[config.mk]
export PLATFORM = sky130hd
export DESIGN_NAME = range_stat
export DESIGN_NICKNAME = d
export VERILOG_FILES = /design/src/rtl/range_stat.sv
export SDC_FILE = /design/constraint.sdc
export NUM_CORES = 1
export LEC_CHECK = 0
export BUFFER_PORTS_ARGS = -buffer_cell sky130_fd_sc_hd__buf_2
export CAP_MARGIN = 20
export CORE_ASPECT_RATIO = 0.7
export CORE_MARGIN = 1.5
export CORE_UTILIZATION = 44
export CTS_CLUSTER_SIZE = 10
export DETAILED_ROUTE_END_ITERATION = 10
export PLACE_DENSITY = 0.57
export SYNTH_ARGS = -nofsm -noshare
export SYNTH_HDL_FRONTEND = slang
export SYNTH_SLANG_ARGS = --single-unit
[constraint.sdc]
create_clock -name clk -period 17.3 [get_ports clk]
set_clock_uncertainty 0.05 [all_clocks]
set_input_delay 1.73 -clock clk [delete_from_list [all_inputs] [get_ports clk]]
set_output_delay 1.73 -clock clk [all_outputs]
set_load 0.01 [all_outputs]
[src/rtl/range_stat.sv]
// Mini-batch statistics for range batch normalization: accumulates sum and
// max/min over MINI_BATCH samples and emits mean and (max - min) * C(n).
module range_stat #(
    parameter int DATA_WIDTH  = 16,
    parameter int MINI_BATCH  = 64,
    parameter int ADDR_WIDTH  = $clog2(MINI_BATCH),
    parameter int SCALE       = 89,
    parameter int SCALE_WIDTH = 8,
    parameter int SCALE_SHIFT = 8
) (
    input  logic                  clk,
    input  logic                  rst,
    input  logic [DATA_WIDTH-1:0] data_in,
    input  logic                  valid_in,
    input  logic                  clear,
    output logic                  busy,
    output logic                  valid_out,
    output logic [DATA_WIDTH-1:0] stan_dev_out,
    output logic [DATA_WIDTH-1:0] avg_out
);

    localparam int SUM_WIDTH   = DATA_WIDTH + ADDR_WIDTH;
    localparam int RANGE_WIDTH = DATA_WIDTH + 1;
    localparam int PROD_WIDTH  = RANGE_WIDTH + SCALE_WIDTH;

    localparam logic [SCALE_WIDTH-1:0] SCALE_V = SCALE_WIDTH'(SCALE);
    localparam logic [DATA_WIDTH-1:0]  SD_MAX  = {1'b0, {(DATA_WIDTH-1){1'b1}}};

    localparam logic [0:0] IDLE  = 1'b0;
    localparam logic [0:0] ACCUM = 1'b1;

    logic        [ADDR_WIDTH-1:0]  cnt_r;
    logic signed [SUM_WIDTH-1:0]   sum_r;
    logic signed [DATA_WIDTH-1:0]  max_r;
    logic signed [DATA_WIDTH-1:0]  min_r;
    logic                          busy_r;
    logic                          valid_out_r;
    logic        [DATA_WIDTH-1:0]  avg_out_r;
    logic        [DATA_WIDTH-1:0]  stan_dev_out_r;

    logic        [0:0]             state_s;
    logic                          accept_s;
    logic                          last_s;
    logic signed [SUM_WIDTH-1:0]   data_ext_s;
    logic signed [SUM_WIDTH-1:0]   sum_nxt_s;
    logic signed [DATA_WIDTH-1:0]  max_nxt_s;
    logic signed [DATA_WIDTH-1:0]  min_nxt_s;
    logic        [ADDR_WIDTH-1:0]  cnt_nxt_s;
    logic        [RANGE_WIDTH-1:0] range_s;
    logic        [PROD_WIDTH-1:0]  prod_s;
    logic        [PROD_WIDTH-1:0]  sd_full_s;
    logic        [DATA_WIDTH-1:0]  avg_s;

    // Clamp the scaled range to the largest positive DATA_WIDTH value.
    function automatic logic [DATA_WIDTH-1:0] sat_sd(input logic [PROD_WIDTH-1:0] v);
        if (v > {{(PROD_WIDTH-DATA_WIDTH){1'b0}}, SD_MAX}) begin
            sat_sd = SD_MAX;
        end else begin
            sat_sd = v[DATA_WIDTH-1:0];
        end
    endfunction

    // Next accumulator state and the batch results derived from it.
    always_comb begin
        state_s    = (cnt_r == {ADDR_WIDTH{1'b0}}) ? IDLE : ACCUM;
        accept_s   = valid_in & ~clear;
        last_s     = accept_s & (&cnt_r);
        data_ext_s = {{ADDR_WIDTH{data_in[DATA_WIDTH-1]}}, data_in};
        sum_nxt_s  = data_ext_s;
        max_nxt_s  = data_in;
        min_nxt_s  = data_in;
        case (state_s)
            IDLE: begin
                sum_nxt_s = data_ext_s;
                max_nxt_s = data_in;
                min_nxt_s = data_in;
            end
            ACCUM: begin
                sum_nxt_s = sum_r + data_ext_s;
                max_nxt_s = ($signed(data_in) > max_r) ? data_in : max_r;
                min_nxt_s = ($signed(data_in) < min_r) ? data_in : min_r;
            end
            default: begin
                sum_nxt_s = data_ext_s;
                max_nxt_s = data_in;
                min_nxt_s = data_in;
            end
        endcase

        if (clear) begin
            cnt_nxt_s = {ADDR_WIDTH{1'b0}};
        end else if (accept_s) begin
            // A full batch wraps the power-of-two counter back to zero.
            cnt_nxt_s = cnt_r + {{(ADDR_WIDTH-1){1'b0}}, 1'b1};
        end else begin
            cnt_nxt_s = cnt_r;
        end

        range_s   = {max_nxt_s[DATA_WIDTH-1], max_nxt_s} - {min_nxt_s[DATA_WIDTH-1], min_nxt_s};
        prod_s    = PROD_WIDTH'(range_s) * PROD_WIDTH'(SCALE_V);
        sd_full_s = prod_s >> SCALE_SHIFT;
        avg_s     = sum_nxt_s[ADDR_WIDTH +: DATA_WIDTH];
    end

    // Sample counter, busy flag and accumulator registers.
    always_ff @(posedge clk or posedge rst) begin
        if (rst) begin
            cnt_r  <= {ADDR_WIDTH{1'b0}};
            busy_r <= 1'b0;
            sum_r  <= {SUM_WIDTH{1'b0}};
            max_r  <= {DATA_WIDTH{1'b0}};
            min_r  <= {DATA_WIDTH{1'b0}};
        end else begin
            cnt_r  <= cnt_nxt_s;
            busy_r <= (cnt_nxt_s != {ADDR_WIDTH{1'b0}});
            if (accept_s) begin
                sum_r <= sum_nxt_s;
                max_r <= max_nxt_s;
                min_r <= min_nxt_s;
            end
        end
    end

    // Result registers: capture on the last sample, hold otherwise.
    always_ff @(posedge clk or posedge rst) begin
        if (rst) begin
            valid_out_r    <= 1'b0;
            avg_out_r      <= {DATA_WIDTH{1'b0}};
            stan_dev_out_r <= {DATA_WIDTH{1'b0}};
        end else begin
            valid_out_r <= last_s;
            if (last_s) begin
                avg_out_r      <= avg_s;
                stan_dev_out_r <= sat_sd(sd_full_s);
            end
        end
    end

    assign busy         = busy_r;
    assign valid_out    = valid_out_r;
    assign avg_out      = avg_out_r;
    assign stan_dev_out = stan_dev_out_r;

endmodule
==> flow_summary.toml, run 1 <==
[clock_tree]
clock_sinks = 94
cts_hold_buffers = 0
cts_buffer_depth = 2
post_cts_resized = 0
cts_htree_levels = 3
cts-root-buf = "clkbuf_16"
post_cts_buffers = 0
cts_tree = "built"
cts_inserted_buffers = 9
clk_pin_slew_ns = 0.07
clock_latency_ns = 0.36

[synth]
postSynthCellCount = 1019
yosys.area.top_type_share_pct = 27.1
yosysMostFrequentCell = "inv_1"
synth_area_per_cell_sq_um = 8.53
synth-async-reset-ratio_pct = 100
synth_area_sq_um = 8690
yosys_warnings = 0
ys_seq_area_share_pct = 27.1
synth_area_leaders = "dfrtp_1, ha_1, inv_1"
synth_common_cells = "inv_1, ha_1, nand2_1, dfrtp_1, nor2_1"
ys_ff_latch = 94
ys_types = 71
synth_edf_count = 0
synth_flop_cell = "dfrtp_1"
synth_area_leader_cell = "dfrtp_1"
syn-num-nets = 1197

[run]
drv_cap = 0

[hold_path]
hp-class = "flop to flop"

[cells_and_area]
drive_above_1_share_pct = 8.83
utilization_pct = 49.9
fin_nets = 1237
multi_input_area_sq_um = 5700
instances_no_fill = 1328
seqCellArea_sq_um = 2350
syn_to_final_growth_pct = 9.94
n_fill_cell = 1862
n_antenna_cell = 0

[worst_setup_path]
path_buf_inv = 5
critPathSlowestCell = "or4_4"
path_class = "input port to flop"
crit_family = "compound AO/OA/AOI/OAI gates"
start_kind = "input port"
crit_arrival_ns = 10.60
worst-path-max-fanout = 17
cp_slowest_stage_delay_ns = 0.50
crit_required_ns = 17.49
cp_common_cell = "ha_1"
cp-end-kind = "flop"

[drt]
route.detailed.drc = 0
routed_wl_mm = 18.6
initialDrtViolationCount = 361
ant_nets = 0
vias = 6794
detail_route.vias_per_cell = 5.12
wire_per_inst_um = 14.0
dr.pass1.iters = 5

[global_route]
met2_usage_pct = 27.1
grt_pass1_vias = 6345
use_met1_pct = 29.9
overflow = 0
grt_max_degree = 75
use_met3_pct = 3.21
antenna_found_initial = 0
grtUsageTotal_pct = 19.1
grt_pass1_wl_mm = 31.4
busiest_layer = "met1"

[timing]
worstMarginPinSlew_ns = 0.962
slew-limit-headroom_pct = 35.9
rsz0062_at_grt = "false"
min_period_ns = 10.41
clock.fmax_mhz = 96.1
slew_violations = 0
period_share_pct = 60.2
hold_violations = 0
finalSetupViolCount = 0
tns_ns = 0

[floorplan]
fp-row-count = 42
io_pins = 54
coreArea_sq_um = 19100
dieArea_sq_um = 20600
die_w_um = 171
dieHeight_um = 121
initial_core_util_pct = 45.4

[placed_design]
place_hpwl_mm = 14.5
dp.cells = 1312
globalplace.congestion = 0.809
io_buffers = 53

[outcome]
status = "completed"
-- kinds of logic (layout without fill, tap and decap cells) --
| logic type | count (synthesis) | count (layout) | synth area share, % |
|---|---|---|---|
| mux | 17 | 17 | 1.96 |
| fa+ha+maj | 159 | 159 | 25.0 |
| buf+inv | 171 | 216 | 7.43 |
| xor+xnor | 48 | 48 | 4.84 |
| compound gates | 257 | 257 | 18.9 |
| flops | 94 | 94 | 27.1 |
| simple gates | 273 | 273 | 14.8 |
-- registers in the layout, indices dropped and copies added (netlist names) --
signal,count
min_r,16
avg_out,16
valid_out,1
max_r,16
stan_dev_out,16
busy,1
sum_r,22
cnt_r,6
-- per-stage QoR --
step	instance area (sq um)	setup slack, ns	hold slack [ns]
2_1_floorplan	8690	7.56	0.404
3_3_place_gp	9220	6.80	0.413
3_5_place_dp	9220	6.58	0.419
4_1_cts	9550	6.90	0.437
5_1_grt	9550	6.22	0.447
6_report	9550	6.89	0.431
-- worst register-to-register path, delay by kind of cell, from the launching register on --
family	cells	cell delay, ns
mux	1	0.25
buf+inv	5	0.40
xor+xnor	2	0.43
compound gates	16	3.32
simple gates	7	1.59
fa+ha+maj	8	2.64
flops	1	0.49
-- area by class of cell --
| type | instances | share of cell area, % |
|---|---|---|
| Multi-Input combinational cell | 754 | 59.6 |
| Sequential cell | 94 | 24.6 |
| Inverter | 141 | 5.57 |
| Tap cell | 264 | 3.46 |
| Timing Repair Buffer | 59 | 3.25 |
| Clock buffer | 10 | 2.40 |
| Clock inverter | 6 | 1.05 |
-- cells in the final DEF, fill, tap and decap left out, types with 6 or more instances in the layout --
cell,count
nor3_1,14
xnor2_1,22
nand2b_1,7
o21ai_1,45
nand2_1,115
nand3_1,13
a21o_1,19
buf_2,53
ha_1,133
inv_1,140
o21ai_0,56
o21a_1,12
or3_1,11
o31ai_1,8
fa_1,25
dfrtp_1,94
o22a_1,13
a31oi_1,6
mux2i_1,17
nor2_1,59
nand4_1,10
buf_4,6
nor2b_1,11
a21oi_1,57
xor2_1,26
clkbuf_16,9
-- path summary, 6_finish.rpt --
check,startpoint,to,slack [ns],cells past startpoint
max,data_in[15],stan_dev_out[4],6.89,39
min,avg_out[14],avg_out[14],0.43,2
max reg2reg,max_r[6],stan_dev_out[4],8.06,39
min reg2reg,avg_out[14],avg_out[14],0.43,2
max in group asynchronous,rst,max_r[0],14.69,3
min in group asynchronous,rst,stan_dev_out[5],1.27,2
-- per-layer routing --
layer / wire length, um / share of wire, % / vias to the layer above
met4: 108 / 0.58 / 0
met5: 0 / 0 / -
met1: 10400 / 56 / 3098
met3: 621 / 3.3 / 7
li1: - / - / 3585
met2: 7400 / 40 / 104
Power of run 1 is left out: the tool's default activity adds up to more than one toggle a clock period on the data nets, which glitch-free logic cannot reach.
==> run 2: changes to the inputs <==
PLACE_DENSITY = 0.59   (was 0.57)
clock period = 8.9 ns   (was 17.3 ns; I/O delays follow)
==> run 2 against run 1 <==
Net effect:
- setup slack worse by 6.6 ns
- utilization up 4.3 points
- count of clock-buffer cells in the layout unchanged
==> flow_summary.toml, run 2 (synthesized netlist as in run 1, its figures left out) <==
[cells_and_area]
seqCellArea_sq_um = 2350
utilization_pct = 54.3
largest_reg_flops = 22
n_antenna_cell = 0
syn_to_final_growth_pct = 19.5
n_fill_cell = 1832
drive_above_1_share_pct = 18.2
top_register = "sum_r"
multi_input_area_sq_um = 5930
layout_commonest_cell = "inv_1"
instances_no_fill = 1413
most-common-layout-cells = "inv_1, ha_1, nand2_1"
fin_nets = 1322

[clock_tree]
clock_sinks = 94
clk_pin_slew_ns = 0.07
clock_latency_ns = 0.36
cts_hold_buffers = 0
cts_tree = "built"
cts_inserted_buffers = 9
cts-root-buf = "clkbuf_16"
cts_htree_levels = 3
cts_buffer_depth = 2

[timing]
min_period_ns = 8.57
slew-limit-headroom_pct = 47.3
hold_violations = 0
setup_slack_ns = 0.333
clock.fmax_mhz = 117
period_share_pct = 96.3
worstMarginPinSlew_ns = 0.790
finalSetupViolCount = 0
slew_violations = 0

[worst_setup_path]
rr_worst_depth = 39
crit_required_ns = 9.09
start_kind = "input port"
r2r-start = "max_r[13]"
cp_common_cell = "inv_1"
regToRegSetupSlack_ns = 0.54
worst-path-max-fanout = 7
r2r_end = "stan_dev_out[12]"
cp_slowest_stage_delay_ns = 0.55
path_class = "input port to flop"
cp-end-kind = "flop"
critPathSlowestCell = "or4_4"
crit_arrival_ns = 8.76

[global_route]
grt_max_degree = 69
use_met3_pct = 3.86
grt_pass1_wl_mm = 33.5
busiest_layer = "met1"
overflow = 0
grtUsageTotal_pct = 20.4
antenna_found_initial = 0
use_met1_pct = 31.7
met2_usage_pct = 28.6
grt_pass1_vias = 6899

[hold_path]
worstHoldStart = "avg_out[15]"
holdPathEnd = "avg_out[15]"
hp-class = "flop to flop"
holdPathStages = 2

[placed_design]
dp.cells = 1387
io_buffers = 53
globalplace.congestion = 0.850
place_hpwl_mm = 15.6
dp_slack_ns = -0.481

[floorplan]
fp-row-count = 42
io_pins = 54
coreArea_sq_um = 19100
dieArea_sq_um = 20600
die_w_um = 171
initial_core_util_pct = 45.4
dieHeight_um = 121

[run]
drv_cap = 0

[drt]
dr.pass1.iters = 5
initialDrtViolationCount = 464
detail_route.vias_per_cell = 5.14
routed_wl_mm = 20.1
ant_nets = 0
vias = 7264
route.detailed.drc = 0
wire_per_inst_um = 14.2

[outcome]
status = "completed"
[run 2: worst max path at each step]
stage / endpoint / slack, ns / startpoint
after global placement: stan_dev_out[8] / -0.18 / data_in[14]
final: stan_dev_out[12] / 0.33 / data_in[13]
after global routing: stan_dev_out[2] / -0.08 / data_in[13]
after floorplan: stan_dev_out[10] / 0.002 / data_in[11]
after CTS: stan_dev_out[9] / 0.003 / data_in[15]
after detailed placement: stan_dev_out[13] / -0.48 / data_in[15]
[run 2: layer usage]
metal  wire length [um]  vias up  share of wire [%]
met3                871       14                4.3
met2               8070      131                 40
met4                233        0                1.2
met1              11000     3372                 54
met5                  0        -                  0
li1                   -     3747                  -
[run 2: area by class of cell]
class	instances	area share, %
Clock buffer	10	2.21
Clock inverter	6	0.615
Inverter	141	5.12
Multi-Input combinational cell	755	57.1
Sequential cell	94	22.7
Tap cell	264	3.18
Timing Repair Buffer	143	9.06
[run 2: worst max-delay path: cells and delay by family]
| family | cells | cell delay, ns |
|---|---|---|
| buffers and inverters | 9 | 0.78 |
| AO/OA/AOI/OAI | 14 | 2.55 |
| XOR/XNOR | 1 | 0.17 |
| adder cells (fa/ha/maj) | 8 | 2.66 |
| multiplexers | 1 | 0.40 |
| AND/OR/NAND/NOR | 6 | 1.30 |
[run 2: metrics by stage]
step	hold WS (ns)	cell area, sq um	TNS (ns)
after floorplan	0.404	8690	0
after global placement	0.412	9780	-2.34
after detailed placement	0.414	9780	-6.54
after CTS	0.438	10100	0
after global routing	0.452	10400	-0.942
final	0.431	10400	0
[run 2: timing repair]
action                     4_1_cts  5_1_grt
pin swaps                        0       36
resized for setup                3       35
setup endpoints to repair       13       15
hold endpoints to repair         0        0
cloned                           0        1
setup buffers                    0        9
Power of run 2 is left out for the same reason.
==> run 3: changes to the inputs <==
CTS_BUF_LIST = sky130_fd_sc_hd__clkbuf_2   (was default)
RECOVER_POWER = 50   (was default)
==> run 3 against run 2 <==
Net effect:
- the flow now finishes with violations (capacitance limit, slew limit)
- register-to-register slack got worse by 0.15 ns
- count of clock-buffer cells in the layout unchanged
- critical path depth increased by 1
- largest cell class unchanged
- sequential share of layout area increased by 0.67 points
- non-clock buffer count decreased by 2
- via count about the same
- setup slack improved by 0.059 ns
- first-iteration DRC count decreased by 11%
==> flow_summary.toml, run 3 (synthesized netlist as in run 1, its figures left out) <==
[drt]
dr.pass1.iters = 5
initialDrtViolationCount = 415
route.detailed.drc = 0
ant_nets = 0
wire_per_inst_um = 14.1
routed_wl_mm = 19.8
vias = 7270
detail_route.vias_per_cell = 5.15

[floorplan]
dieArea_sq_um = 20600
die_w_um = 171
coreArea_sq_um = 19100
initial_core_util_pct = 45.4
fp-row-count = 42
io_pins = 54
dieHeight_um = 121

[worst_setup_path]
cp_num_cells = 40
crit_start = "max_r[13]"
r2r-start = "max_r[13]"
path_class = "flop to flop"
r2r_end = "stan_dev_out[14]"
regToRegSetupSlack_ns = 0.39
rr_worst_depth = 40
cp_slowest_stage_delay_ns = 0.55
start_kind = "flop"
crit_family = "compound AO/OA/AOI/OAI gates"
path_buf_inv = 9
cp-endpoint = "stan_dev_out[14]"
critPathSlowestCell = "or4_4"
worst-path-max-fanout = 5
cp-end-kind = "flop"
crit_required_ns = 9.44
crit_arrival_ns = 9.05

[timing]
setup_slack_ns = 0.392
worstMarginPinSlew_ns = 2.97
slew_violations = 97
hold_ws_ns = 0.433
clock.fmax_mhz = 118
hold_violations = 0
period_share_pct = 95.6
slew-limit-headroom_pct = -97.8
finalSetupViolCount = 0
min_period_ns = 8.51

[cells_and_area]
top_register = "sum_r"
fin_nets = 1320
largest_reg_flops = 22
instances_no_fill = 1411
seqCellArea_sq_um = 2350
multi_input_area_sq_um = 5850
most-common-layout-cells = "inv_1, ha_1, nand2_1"
n_antenna_cell = 0
layout_commonest_cell = "inv_1"
n_fill_cell = 1878
syn_to_final_growth_pct = 16.1
drive_above_1_share_pct = 16.8

[clock_tree]
clk_pin_slew_ns = 0.33
cts_inserted_buffers = 9
clock_sinks = 94
cts_htree_levels = 3
cts_buffer_depth = 2
cts_tree = "built"
cts_hold_buffers = 0
clock_latency_ns = 0.64
cts-root-buf = "clkbuf_2"

[global_route]
use_met1_pct = 31.7
grt_max_degree = 69
use_met3_pct = 3.27
grt_pass1_wl_mm = 33.3
antenna_found_initial = 0
grt_pass1_vias = 6824
overflow = 0
busiest_layer = "met1"
met2_usage_pct = 28.1
grtUsageTotal_pct = 20.2

[hold_path]
worstHoldStart = "clear"
hp-class = "input port to flop"

[placed_design]
place_hpwl_mm = 15.6
dp.cells = 1387
globalplace.congestion = 0.850
io_buffers = 53
dp_slack_ns = -0.481

[outcome]
status = "complete, but fails checks"
violations = "capacitance limit, slew limit"

[run]
drv_cap = 2
## run 3: cell types whose count changed in the layout (fill, tap and decap cells not counted), moves of 2 or more
cell	previous run	this run
ha_4	5	1
clkbuf_2	0	10
o2111ai_2	2	0
clkbuf_1	1	7
clkbuf_16	9	0
ha_1	127	131
o2111ai_1	0	2
buf_4	90	84
buf_2	53	50
## run 3: area by class of cell
type	instances	share of cell area [%]
clock buffer	10	0.496
timing repair buffer	141	9.00
tap	264	3.28
sequential	94	23.3
multi-input combinational	755	58.0
clock inverter	6	0.633
inverter	141	5.26
## run 3: timing repair
| action | 4_1_cts | 5_1_grt |
|---|---|---|
| setup endpoints to repair | 0 | 15 |
| resized for setup | 0 | 29 |
| setup buffers | 0 | 7 |
## run 3: per-stage QoR
| step | TNS [ns] | instance area [sq um] | util, % |
|---|---|---|---|
| 5_1_grt | -0.289 | 10100 | 52.7 |
| 2_1_floorplan | 0 | 8690 | - |
| 3_5_place_dp | -6.54 | 9780 | 51.2 |
| 4_1_cts | 0 | 9900 | 51.7 |
| 6_report | 0 | 10100 | 52.7 |
| 3_3_place_gp | -2.34 | 9780 | 51.2 |
## run 3: per-layer routing
layer  up-vias  routed length, um
met1      3374              11000
li1       3753                  -
met2       126               7830
met5         -                  0
met4         0                254
met3        17                785
## run 3: worst min path at each step
stage	end	slack, ns	cells past startpoint
floorplan	sum_r[10]	0.40	2
global placement	avg_out[4]	0.41	2
detailed placement	avg_out[15]	0.41	2
CTS	busy	0.15	2
global route	cnt_r[3]	0.38	2
finish	cnt_r[5]	0.43	2
Power of run 3 is left out for the same reason.
